`src/rtl/slit_multi_ch_tx_gen.sv`:
```
// N-channel framed test-pattern generator feeding the SiTCP TCP TX byte interface.
// Frames carry a 7-byte header, len payload words, and a 5A trailer. Channels are sent in ascending order.
module slit_multi_ch_tx_gen #(
   parameter int          N_CH       = 4,
   parameter int          DATA_BYTES = 4,
   parameter int          LEN_W      = 8,
   parameter logic [15:0] LFSR_SEED  = 16'hACE1
) (
   input  logic             CLK,
   input  logic             RST,
   input  logic             REG_WR_TRG,
   input  logic [LEN_W-1:0] REG_DATA_NUMBER,
   input  logic             REG_READY_ENB,
   input  logic [N_CH-1:0]  REG_CH_ENB,
   input  logic [6:0]       FLOW_DISABLE_RATE,
   input  logic [31:0]      MY_IP_ADDR,
   input  logic             TCP_TX_FULL,
   input  logic             NIM_IN,
   output logic             TCP_TX_WR,
   output logic [7:0]       TCP_TX_DATA,
   output logic             NIM_OUT,
   output logic             BUSY,
   output logic [15:0]      FRAME_CNT,
   output logic [2:0]       dbg_state
);

   localparam int         CH_W   = (N_CH > 1) ? $clog2(N_CH) : 1;
   localparam logic [1:0] LAST_B = 2'(DATA_BYTES - 1);

   typedef enum logic [2:0] {
      S_IDLE = 3'd0,
      S_HDR  = 3'd1,
      S_PAY  = 3'd2,
      S_TRL  = 3'd3,
      S_NEXT = 3'd4
   } state_t;

   state_t                    state;
   logic [CH_W-1:0]           ch;
   logic [N_CH-1:0]           mask_q;
   logic [LEN_W-1:0]          len_q;
   logic [LEN_W-1:0]          word_idx;
   logic [2:0]                hdr_idx;
   logic [1:0]                byte_idx;
   logic [15:0]               frame_cnt;
   logic [15:0]               lfsr;
   logic [2:0]                nim_sync;
   logic                      nim_rise;
   logic                      trig;
   logic                      dis;
   logic                      issue;
   logic                      cnt_inc;
   logic [CH_W-1:0]           first_ch;
   logic [CH_W-1:0]           next_ch;
   logic                      next_found;
   logic [15:0]               len16;
   logic [31:0]               word_full;
   logic [8*DATA_BYTES-1:0]   word;
   logic [8*DATA_BYTES-1:0]   shifted;
   logic [7:0]                cur_byte;
   logic                      unused_ip;

   assign unused_ip = ^MY_IP_ADDR[31:8];
   assign dbg_state = state;
   assign FRAME_CNT = frame_cnt;

   // nim_sync[1] is the synchronised level, nim_sync[2] its previous value
   always_ff @(posedge CLK) begin
      if (RST) nim_sync <= '0;
      else     nim_sync <= {nim_sync[1:0], NIM_IN};
   end

   assign nim_rise = nim_sync[1] & ~nim_sync[2];
   assign trig     = REG_WR_TRG | nim_rise;

   always_ff @(posedge CLK) begin
      if (RST) lfsr <= LFSR_SEED;
      else     lfsr <= {lfsr[0] ^ lfsr[2] ^ lfsr[3] ^ lfsr[5], lfsr[15:1]};
   end

   assign dis     = (lfsr[6:0] < FLOW_DISABLE_RATE);
   assign issue   = ((state == S_HDR) || (state == S_PAY) || (state == S_TRL)) && !TCP_TX_FULL && !dis;
   assign cnt_inc = issue && (state == S_TRL);

   always_ff @(posedge CLK) begin
      if (RST) frame_cnt <= '0;
      else     frame_cnt <= frame_cnt + 16'(cnt_inc);
   end

   // Descending scan so the last hit is the lowest qualifying channel
   always_comb begin
      first_ch   = '0;
      next_ch    = '0;
      next_found = 1'b0;
      for (int i = N_CH - 1; i >= 0; i--) begin
         if (REG_CH_ENB[i]) first_ch = CH_W'(i);
         if (mask_q[i] && (i > int'(ch))) begin
            next_ch    = CH_W'(i);
            next_found = 1'b1;
         end
      end
   end

   assign len16     = 16'(len_q);
   assign word_full = {8'(ch), 24'(word_idx)};
   assign word      = word_full[8*DATA_BYTES-1:0];
   assign shifted   = word << {byte_idx, 3'b000};

   always_comb begin
      cur_byte = 8'h00;
      case (state)
         S_HDR: begin
            case (hdr_idx)
               3'd0:    cur_byte = 8'hA5;
               3'd1:    cur_byte = 8'(ch);
               3'd2:    cur_byte = MY_IP_ADDR[7:0];
               3'd3:    cur_byte = frame_cnt[15:8];
               3'd4:    cur_byte = frame_cnt[7:0];
               3'd5:    cur_byte = len16[15:8];
               default: cur_byte = len16[7:0];
            endcase
         end
         S_PAY:   cur_byte = shifted[8*DATA_BYTES-1 -: 8];
         S_TRL:   cur_byte = 8'h5A;
         default: cur_byte = 8'h00;
      endcase
   end

   always_ff @(posedge CLK) begin
      if (RST) begin
         state       <= S_IDLE;
         ch          <= '0;
         mask_q      <= '0;
         len_q       <= '0;
         hdr_idx     <= '0;
         word_idx    <= '0;
         byte_idx    <= '0;
         TCP_TX_WR   <= 1'b0;
         TCP_TX_DATA <= 8'h00;
         BUSY        <= 1'b0;
         NIM_OUT     <= 1'b0;
      end else begin
         TCP_TX_WR <= issue;
         if (issue) TCP_TX_DATA <= cur_byte;
         case (state)
            S_IDLE: begin
               if (trig && REG_READY_ENB && (REG_CH_ENB != '0)) begin
                  len_q   <= REG_DATA_NUMBER;
                  mask_q  <= REG_CH_ENB;
                  ch      <= first_ch;
                  hdr_idx <= '0;
                  state   <= S_HDR;
                  BUSY    <= 1'b1;
                  NIM_OUT <= 1'b1;
               end
            end
            S_HDR: begin
               if (issue) begin
                  if (hdr_idx == 3'd6) begin
                     hdr_idx  <= '0;
                     word_idx <= '0;
                     byte_idx <= '0;
                     state    <= (len_q == '0) ? S_TRL : S_PAY;
                  end else begin
                     hdr_idx <= hdr_idx + 3'd1;
                  end
               end
            end
            S_PAY: begin
               if (issue) begin
                  if (byte_idx == LAST_B) begin
                     byte_idx <= '0;
                     if (word_idx == len_q - LEN_W'(1)) state <= S_TRL;
                     else                               word_idx <= word_idx + LEN_W'(1);
                  end else begin
                     byte_idx <= byte_idx + 2'd1;
                  end
               end
            end
            S_TRL: begin
               if (issue) state <= S_NEXT;
            end
            S_NEXT: begin
               // Losing READY only stops the burst between frames
               if (REG_READY_ENB && next_found) begin
                  ch    <= next_ch;
                  state <= S_HDR;
               end else begin
                  state   <= S_IDLE;
                  BUSY    <= 1'b0;
                  NIM_OUT <= 1'b0;
               end
            end
            default: state <= S_IDLE;
         endcase
      end
   end

endmodule
```
`config.mk`:
```
export PLATFORM = sky130hd
export DESIGN_NAME = slit_multi_ch_tx_gen
export DESIGN_NICKNAME = d
export VERILOG_FILES = /design/src/rtl/slit_multi_ch_tx_gen.sv
export SDC_FILE = /design/constraint.sdc
export NUM_CORES = 1
export LEC_CHECK = 0
export BUFFER_PORTS_ARGS = -buffer_cell sky130_fd_sc_hd__buf_2
export CAP_MARGIN = 20
export CORE_MARGIN = 2
export CORE_UTILIZATION = 46
export CTS_CLUSTER_DIAMETER = 60
export CTS_CLUSTER_SIZE = 25
export DETAILED_ROUTE_END_ITERATION = 8
export GPL_ROUTABILITY_DRIVEN = 0
export GPL_TIMING_DRIVEN = 0
export PLACE_DENSITY_LB_ADDON = 0.2
export SLEW_MARGIN = 10
export SYNTH_ARGS = -nofsm -noshare
export SYNTH_HDL_FRONTEND = slang
export SYNTH_SLANG_ARGS = --single-unit
```
`constraint.sdc`:
```
create_clock -name CLK -period 3.05 [get_ports CLK]
set_input_delay 0.7625 -clock CLK [delete_from_list [all_inputs] [get_ports CLK]]
set_output_delay 0.7625 -clock CLK [all_outputs]
set_load 0.005 [all_outputs]
```
==> flow_summary.yaml, run 1 <==
final_layout:
  finalNonFillerCells: 652
  area_delta_synth_final_pct: 19.3
  finalNetCount: 612
  diodes: 0
  drive_gt1_share_pct: 19.4
  postLayoutCoreUtil_pct: 55.9
die:
  dieArea_um2: 9020
  core_area_um2: 8130
  die_y_um: 95.0
  die_w_um: 95.0
  io_pins: 87
  initial_utilization_pct: 46.8
  rows: 33
clocking:
  clock-sinks: 74
  numCtsBuffers: 9
  cts-htree-levels: 3
  insertion_delay_ns: 0.36
  cts-root-buf: "clkbuf_8"
  path_clk_slew_ns: 0.08
  max-clock-path-buffers: 2
  tritoncts: "yes"
  hold_buffers: 0
synth:
  ys_ff_latch: 74
  synth_top_area_share_pct: 38.9
  synth_xor_area_share_pct: 5.06
  syn_area_um2: 3810
  synth-simple-area-share_pct: 24.0
  synthesis.nets: 537
  yosysSeqAreaShare_pct: 38.9
  synth_compound_area_share_pct: 20.8
  ys_top_cells_by_area: "dfxtp_1 39%, a21oi_1 5.0%, o21ai_0 4.3%"
  ys_types: 53
  synth_top_family_by_area: "simple AND/OR/NAND/NOR gates"
  yosysWarnings: 0
  async_flop_share_pct: 0
  synth.avg_cell_area_um2: 8.15
  synth_top_flop_cell: "dfxtp_1"
  synth_edf_count: 0
  netlist.top_cell.by_area: "dfxtp_1"
  synthAdderAreaFrac_pct: 4.27
  synth_cells: 467
  synth_mux_area_share_pct: 2.10
sta:
  maxSlewHeadroom_pct: 53.5
  hold_violations: 0
  fin_crit_sh_pct: 95.2
  clock_skew_ns: 0.0101
  drv_slew: 0
  worstMarginPinSlew_ns: 0.698
  setup_slack_ns: 0.145
  fmax_mhz: 344
  setup-tns-final_ns: 0
  setup_viol: 0
  fin_crit_ns: 2.90
critical_path:
  crit_start: "FLOW_DISABLE_RATE[6]"
  worst_setup_path_start_kind: "input pin"
  end_kind: "register"
  worstPathArrival_ns: 3.19
  path_max_fanout: 6
  cp.required_ns: 3.34
  r2r-start: "lfsr[6]"
  crit_type: "in2reg"
global_route:
  use_met1_pct: 30.3
  met2_usage_pct: 38.5
  grt_max_degree: 14
  overflow: 0
  grt_pass1_wl_mm: 16.2
  grt_pass1_vias: 3372
  grtUsageTotal_pct: 23.3
  antenna_found_initial: 0
  grt_busiest_layer: "met2"
  gr-usage-met3_pct: 4.71
place:
  post-place-cells: 633
  dp_hpwl_mm: 7.45
  io_buffers: 61
  pre_cts_ws_ns: -0.531
routing:
  routed_wl_mm: 10.2
  drtIter0Drc: 238
  first_pass_iters: 5
  num_vias: 3657
  final_antenna_net_count: 0
  drcViolationCount: 0
  routedWlPerCell_um: 15.7
  viasPerCell: 5.61
pwr:
  power_density_nw_per_um2: 507
  ir_worst_vdd_mv: 0.337
  p_leak_nw: 1.83
worst_hold_path:
  hold_path_class: "reg2reg"
  worstHoldStart: "lfsr[12]"
run:
  cap_violations: 0
run_status:
  status: "complete, no violations"
-- cell usage in the layout (no fill, tap or decap), types with 5 or more instances in the layout --
cell type / instances
buf_2: 63
or3_1: 12
nor2b_1: 24
nor3_1: 10
a21oi_1: 38
clkbuf_8: 10
nand2b_1: 6
or2_2: 8
clkbuf_1: 20
xnor2_1: 13
inv_1: 16
a21o_1: 5
o21ai_0: 33
nor2_1: 43
ha_1: 11
mux2i_1: 8
nand2_1: 39
nand3_1: 15
dfxtp_1: 74
xor2_1: 9
-- routing by layer --
layer	vias to the layer above	wire length (µm)	share of wire [%]
met3	16	589	5.8
li1	1798	-	-
met5	-	0	0
met4	0	176	1.7
met2	100	4880	48
met1	1743	4580	45
-- worst max-delay path: stages --
cell       delay, ns
buf_2           0.07
inv_1           0.03
ha_1            0.31
and3_4          0.21
o2111ai_2       0.17
a21boi_2        0.22
buf_6           0.12
nand2_1         0.07
nor2_1          0.12
ha_2            0.21
and3_2          0.25
nand3_2         0.16
or3_1           0.35
a21oi_1         0.14
-- logic make-up after synthesis --
family                   after synthesis
AND/OR/NAND/NOR                      182
AO/OA/AOI/OAI                        123
flip-flops                            74
buffers and inverters                 45
XOR/XNOR                              22
adder cells (fa/ha/maj)               13
multiplexers                           8
-- worst paths after layout --
path                                       to  slack [ns]  depth (start not counted)
worst max register to register  FRAME_CNT[11]        0.33                         12
worst min register to register       lfsr[11]        0.41                          1
worst min-delay path                 lfsr[11]        0.41                          1
worst max-delay path            FRAME_CNT[11]        0.15                         14
-- what timing repair did --
action,CTS,global route
gates cloned,0,0
setup buffers,1,2
pin swaps,1,1
resized for setup,2,9
setup endpoints to repair,7,10
-- state kept, by name (all words and copies together) (netlist names) --
register / count
BUSY: 1
len_q: 8
ch: 2
word_idx: 8
lfsr: 16
FRAME_CNT: 16
TCP_TX_WR: 1
nim_sync: 3
mask_q: 3
dbg_state: 3
byte_idx: 2
TCP_TX_DATA: 8
hdr_idx: 3
-- cells in the mapped netlist (4+ instances only) --
cell type,n
dfxtp_1,74
nor2_1,43
nand2_1,39
a21oi_1,38
o21ai_0,33
nor2b_1,24
clkbuf_1,21
inv_1,16
nand3_1,16
ha_1,13
xnor2_1,13
or3_1,12
nor3_1,10
xor2_1,9
mux2i_1,8
or2_2,8
and3_1,6
nand2b_1,6
a21o_1,5
a211oi_1,4
a22o_1,4
a31oi_1,4
nand4_1,4
o211ai_1,4
or4_1,4
-- power breakdown --
group          internal (mW)  switching, mW  total [mW]  leakage [nW]
clock                  0.484          0.392       0.877         0.109
sequential              1.01         0.0334        1.04         0.603
combinational          0.164          0.223       0.386          1.11
-- through the flow --
stage | hold WS [ns] | power, mW | instance area (µm²)
3_3_place_gp | 0.395 | 1.43 | 4250
3_5_place_dp | 0.395 | 1.43 | 4250
4_1_cts | 0.415 | 2.30 | 4490
6_report | 0.415 | 2.30 | 4540
2_1_floorplan | 0.389 | 1.32 | 3810
5_1_grt | 0.419 | 2.40 | 4540
-- area by class of cell --
type	instances	area [µm²]
inverter	17	63.8
timing repair buffer	64	328
tap	105	131
buffer	28	126
clock inverter	6	88.8
sequential	74	1480
multi-input combinational	348	2190
fill	790	3590
clock buffer	10	138
Power figures use the tool's default switching activity.
==> inputs of run 2 (changes only) <==
--- a/config.mk
+++ b/config.mk
@@ -9,12 +9,12 @@
 export CAP_MARGIN = 20
 export CORE_MARGIN = 2
 export CORE_UTILIZATION = 46
-export CTS_CLUSTER_DIAMETER = 60
 export CTS_CLUSTER_SIZE = 25
 export DETAILED_ROUTE_END_ITERATION = 8
 export GPL_ROUTABILITY_DRIVEN = 0
 export GPL_TIMING_DRIVEN = 0
 export PLACE_DENSITY_LB_ADDON = 0.2
+export RECOVER_POWER = 50
 export SLEW_MARGIN = 10
 export SYNTH_ARGS = -nofsm -noshare
 export SYNTH_HDL_FRONTEND = slang
==> run 2 against run 1 <==
  * Via count up 0.66%
  * Combinational power barely moved
  * Setup slack hardly changed
==> flow_summary.yaml, run 2 (synthesis results as in run 1) <==
final_layout:
  seq_area_um2: 1480
  diodes: 0
  drive_gt1_share_pct: 16.8
  final_common_cell: "dfxtp_1"
  fillers: 793
  finalNonFillerCells: 652
  postLayoutCoreUtil_pct: 55.6
  finalNetCount: 612
  area_delta_synth_final_pct: 18.9
  multi_input_area_um2: 2190
  layout_common_cells: "74 x dfxtp_1, 49 x buf_2, 43 x nor2_1"
critical_path:
  path_max_fanout: 5
  cpPeakStageDelay_ns: 0.40
  cp.required_ns: 3.34
  crit_type: "in2reg"
  worst-path-buf-inv: 3
  r2r_slack_ns: 0.33
  worst_setup_path_start_kind: "input pin"
  end_kind: "register"
  worstPathArrival_ns: 3.19
  worstPathCellList: "buf_2 > inv_1 > ha_1 > and3_4 > o2111ai_2 > a21boi_2 > buf_6 > nand2_1 > nor2_1 > ha_2 > ha_4 > nand4_1 > or3_1 > a21oi_1"
  cp_top_family: "simple AND/OR/NAND/NOR gates"
  cpMaxStageDelayCell: "or3_1"
run:
  cap_violations: 0
sta:
  setup-tns-final_ns: 0
  drv_slew: 0
  worstMarginPinSlew_ns: 0.701
  fin_crit_sh_pct: 95.2
  setup_viol: 0
  maxSlewHeadroom_pct: 53.2
  hold_violations: 0
  fin_crit_ns: 2.90
  fmax_mhz: 344
  clock_skew_ns: 0.00998
clocking:
  cts-htree-levels: 3
  max-clock-path-buffers: 2
  tritoncts: "yes"
  cts-root-buf: "clkbuf_8"
  clock-sinks: 74
  numCtsBuffers: 9
  insertion_delay_ns: 0.36
  path_clk_slew_ns: 0.08
pwr:
  total_power_mw: 2.30
  p_leak_nw: 1.77
  power_density_nw_per_um2: 509
  ir_worst_vdd_mv: 0.338
place:
  dp_hpwl_mm: 7.45
  io_buffers: 61
  post-place-cells: 633
run_status:
  status: "complete, no violations"
routing:
  first_pass_iters: 5
  drtIter0Drc: 262
  routed_wl_mm: 10.3
  num_vias: 3681
  drcViolationCount: 0
  viasPerCell: 5.65
  final_antenna_net_count: 0
  routedWlPerCell_um: 15.7
global_route:
  overflow: 0
  antenna_found_initial: 0
  grt_max_degree: 14
  grtUsageTotal_pct: 23.3
  grt_pass1_vias: 3372
  grt_pass1_wl_mm: 16.2
die:
  die_w_um: 95.0
  io_pins: 87
  die_y_um: 95.0
  rows: 33
  core_area_um2: 8130
  dieArea_um2: 9020
  initial_utilization_pct: 46.8
worst_hold_path:
  hold_path_class: "reg2reg"
-- run 2: layer usage --
layer  track usage, %  part of all wire, %  vias to the layer above  wire, µm
met5                0                    0                        -         0
met4             8.09                  1.8                        0       180
met3             4.71                  5.9                       17       606
met2             38.5                   47                      112      4870
met1             30.3                   45                     1749      4600
li1                 -                    -                     1803         -
-- run 2: path summary, 6_finish.rpt --
path / start / end / cells past startpoint
min: lfsr[12] / lfsr[11] / 1
min reg2reg: lfsr[12] / lfsr[11] / 1
max reg2reg: lfsr[6] / FRAME_CNT[14] / 12
max: FLOW_DISABLE_RATE[6] / FRAME_CNT[14] / 14
-- run 2: where the power goes --
group | internal [mW] | leakage, nW | total, mW | switching, mW
clock | 0.484 | 0.109 | 0.878 | 0.393
sequential | 1.01 | 0.603 | 1.04 | 0.0347
combinational | 0.161 | 1.05 | 0.384 | 0.223
total | 1.65 | 1.77 | 2.30 | 0.651
-- run 2: layout make-up --
type | instances | share of cell area (%)
buffer | 28 | 2.79
timing repair buffer | 64 | 6.86
sequential | 74 | 32.7
tap | 105 | 2.90
clock inverter | 6 | 1.96
multi-input combinational | 348 | 48.3
inverter | 17 | 1.41
clock buffer | 10 | 3.04
-- run 2: metrics by stage --
step | hold WS (ns) | instance area (µm²) | setup slack [ns]
2_1_floorplan | 0.389 | 3810 | 0.0285
6_report | 0.415 | 4530 | 0.146
5_1_grt | 0.419 | 4530 | -0.00203
3_3_place_gp | 0.395 | 4250 | -0.517
4_1_cts | 0.415 | 4490 | 0.0316
3_5_place_dp | 0.395 | 4250 | -0.531
-- run 2: repair_timing --
| action | 4_1_cts | 5_1_grt |
|---|---|---|
| hold buffers | 0 | 0 |
| pin swaps | 1 | 1 |
| endpoints found under the setup margin | 7 | 10 |
| setup buffers | 1 | 2 |
| cloned | 0 | 0 |
| resized for setup | 2 | 9 |
==> inputs of run 3 (changes only) <==
--- a/config.mk
+++ b/config.mk
@@ -13,7 +13,7 @@
 export DETAILED_ROUTE_END_ITERATION = 8
 export GPL_ROUTABILITY_DRIVEN = 0
 export GPL_TIMING_DRIVEN = 0
-export PLACE_DENSITY_LB_ADDON = 0.2
+export PLACE_DENSITY = 0.72
 export RECOVER_POWER = 50
 export SLEW_MARGIN = 10
 export SYNTH_ARGS = -nofsm -noshare
==> run 3 against run 2 <==
  * Die area is the same
  * Global-route usage is 1.2 points lower
  * Register-to-register slack worse by 0.02 ns
==> flow_summary.yaml, run 3 (synthesis results as in run 1) <==
run_status:
  status: "complete, no violations"
worst_hold_path:
  worstHoldStart: "lfsr[7]"
  hold_path_class: "reg2reg"
  hold_path_depth: 1
  hold_end: "lfsr[6]"
pwr:
  seq_power_share_pct: 46.0
  p_sw_share_pct: 28.1
  power.share.combinational_pct: 16.9
  ir_worst_vdd_mv: 0.250
  power_density_nw_per_um2: 500
  p_int_mw: 1.63
  p_leak_nw: 1.78
  power_frac_clock_pct: 37.1
  total_power_mw: 2.26
  p_switching_uw: 637
sta:
  setup-tns-final_ns: 0
  hold_violations: 0
  fmax_mhz: 344
  setup_viol: 0
  setup_slack_ns: 0.141
  fin_crit_sh_pct: 95.4
  hold_slack_ns: 0.422
  worstMarginPinSlew_ns: 0.666
  drv_slew: 0
  fin_crit_ns: 2.91
  maxSlewHeadroom_pct: 55.6
  clock_skew_ns: 0.00899
global_route:
  overflow: 0
  grt_pass1_vias: 3234
  grt_max_degree: 14
  grt_pass1_wl_mm: 15.5
  antenna_found_initial: 0
  grtUsageTotal_pct: 22.1
place:
  placed_cell_area_um2: 4250
  dp_hpwl_mm: 7.22
  pre_cts_ws_ns: -0.522
  post-place-cells: 633
  io_buffers: 61
final_layout:
  finalNetCount: 612
  layout_common_cells: "74 x dfxtp_1, 54 x buf_2, 43 x nor2_1"
  final_common_cell: "dfxtp_1"
  diodes: 0
  area_delta_synth_final_pct: 18.8
  fin_area_um2: 4520
  fillers: 780
  drive_gt1_share_pct: 17.6
  finalNonFillerCells: 652
  postLayoutCoreUtil_pct: 55.6
die:
  io_pins: 87
  die_w_um: 95.0
  initial_utilization_pct: 46.8
  die_y_um: 95.0
  dieArea_um2: 9020
  core_area_um2: 8130
  rows: 33
routing:
  final_antenna_net_count: 0
  num_vias: 3610
  viasPerCell: 5.54
  routedWlPerCell_um: 15.1
  routed_wl_mm: 9.83
  first_pass_iters: 5
  drtIter0Drc: 282
  drcViolationCount: 0
critical_path:
  reg2regPathDepth: 13
  worstPathArrival_ns: 3.14
  r2r_end: "FRAME_CNT[15]"
  crit_type: "in2reg"
  end_kind: "register"
  r2r_slack_ns: 0.31
  worst_setup_path_start_kind: "input pin"
  cp.required_ns: 3.28
  cpPeakStageDelay_ns: 0.49
  r2r-start: "lfsr[5]"
  worstPathCellList: "buf_2 > inv_1 > ha_1 > a21o_1 > a221oi_1 > a21boi_2 > buf_6 > nand2_1 > nor2_1 > ha_2 > and3_2 > nand3_4 > nor3_1 > xnor2_1 > nor2_1"
  path_max_fanout: 6
  cpMaxStageDelayCell: "a221oi_1"
  crit_top_cell: "nor2_1"
run:
  cap_violations: 0
clocking:
  max-clock-path-buffers: 2
  numCtsBuffers: 9
  tritoncts: "yes"
  clock-sinks: 74
  insertion_delay_ns: 0.35
  path_clk_slew_ns: 0.08
  cts-root-buf: "clkbuf_8"
  cts-htree-levels: 3
-- run 3: changes by cell type in the layout (fill, tap and decap cells not counted), sizes merged --
cell,before,now
clkinv,2,4
inv,17,16
clkbuf,45,39
buf,57,62
-- run 3: worst max-delay path by stage --
stage                              start       endpoint  slack, ns
floorplan           FLOW_DISABLE_RATE[6]  FRAME_CNT[14]       0.03
global placement    FLOW_DISABLE_RATE[6]  FRAME_CNT[14]      -0.45
detailed placement  FLOW_DISABLE_RATE[6]  FRAME_CNT[14]      -0.52
CTS                 FLOW_DISABLE_RATE[6]  FRAME_CNT[14]      0.007
global route        FLOW_DISABLE_RATE[5]  FRAME_CNT[15]    -0.0004
finish              FLOW_DISABLE_RATE[5]  FRAME_CNT[15]       0.14
-- run 3: cell type report --
type	instances	area, µm²	area share, %
Tap cell	105	131	2.90
Sequential cell	74	1480	32.7
Buffer	28	126	2.79
Inverter	17	63.8	1.41
Clock inverter	7	93.8	2.07
Timing Repair Buffer	64	317	7.00
Clock buffer	9	124	2.74
Multi-Input combinational cell	348	2190	48.3
-- run 3: timing repair --
action / 4_1_cts / 5_1_grt
buffers inserted: 1 / 2
hold endpoints to repair: 0 / 0
endpoints found under the setup margin: 7 / 7
pin swaps: 1 / 1
hold buffers: 0 / 0
resized for setup: 3 / 9
-- run 3: worst max-delay path: cells and delay by family --
family | cells | cell delay, ns
AO/OA/AOI/OAI | 3 | 0.82
XOR/XNOR | 1 | 0.14
adder cells (fa/ha/maj) | 2 | 0.52
buffers and inverters | 3 | 0.25
AND/OR/NAND/NOR | 6 | 0.66
-- run 3: power by group through the flow --
stage               logic, mW  registers (mW)  clock network, mW
floorplan               0.266            1.05                  0
global route            0.426            1.05              0.896
finish                  0.383            1.04              0.840
detailed placement      0.370            1.06                  0
CTS                     0.373            1.04              0.852
global placement        0.362            1.06                  0
-- run 3: per-layer routing --
layer,track usage [%],share of wire (%),up-vias
met1,28.7,44,1704
met5,0,0,-
met3,5.59,6.2,19
li1,-,-,1797
met2,36.5,48,90
met4,6.40,1.7,0
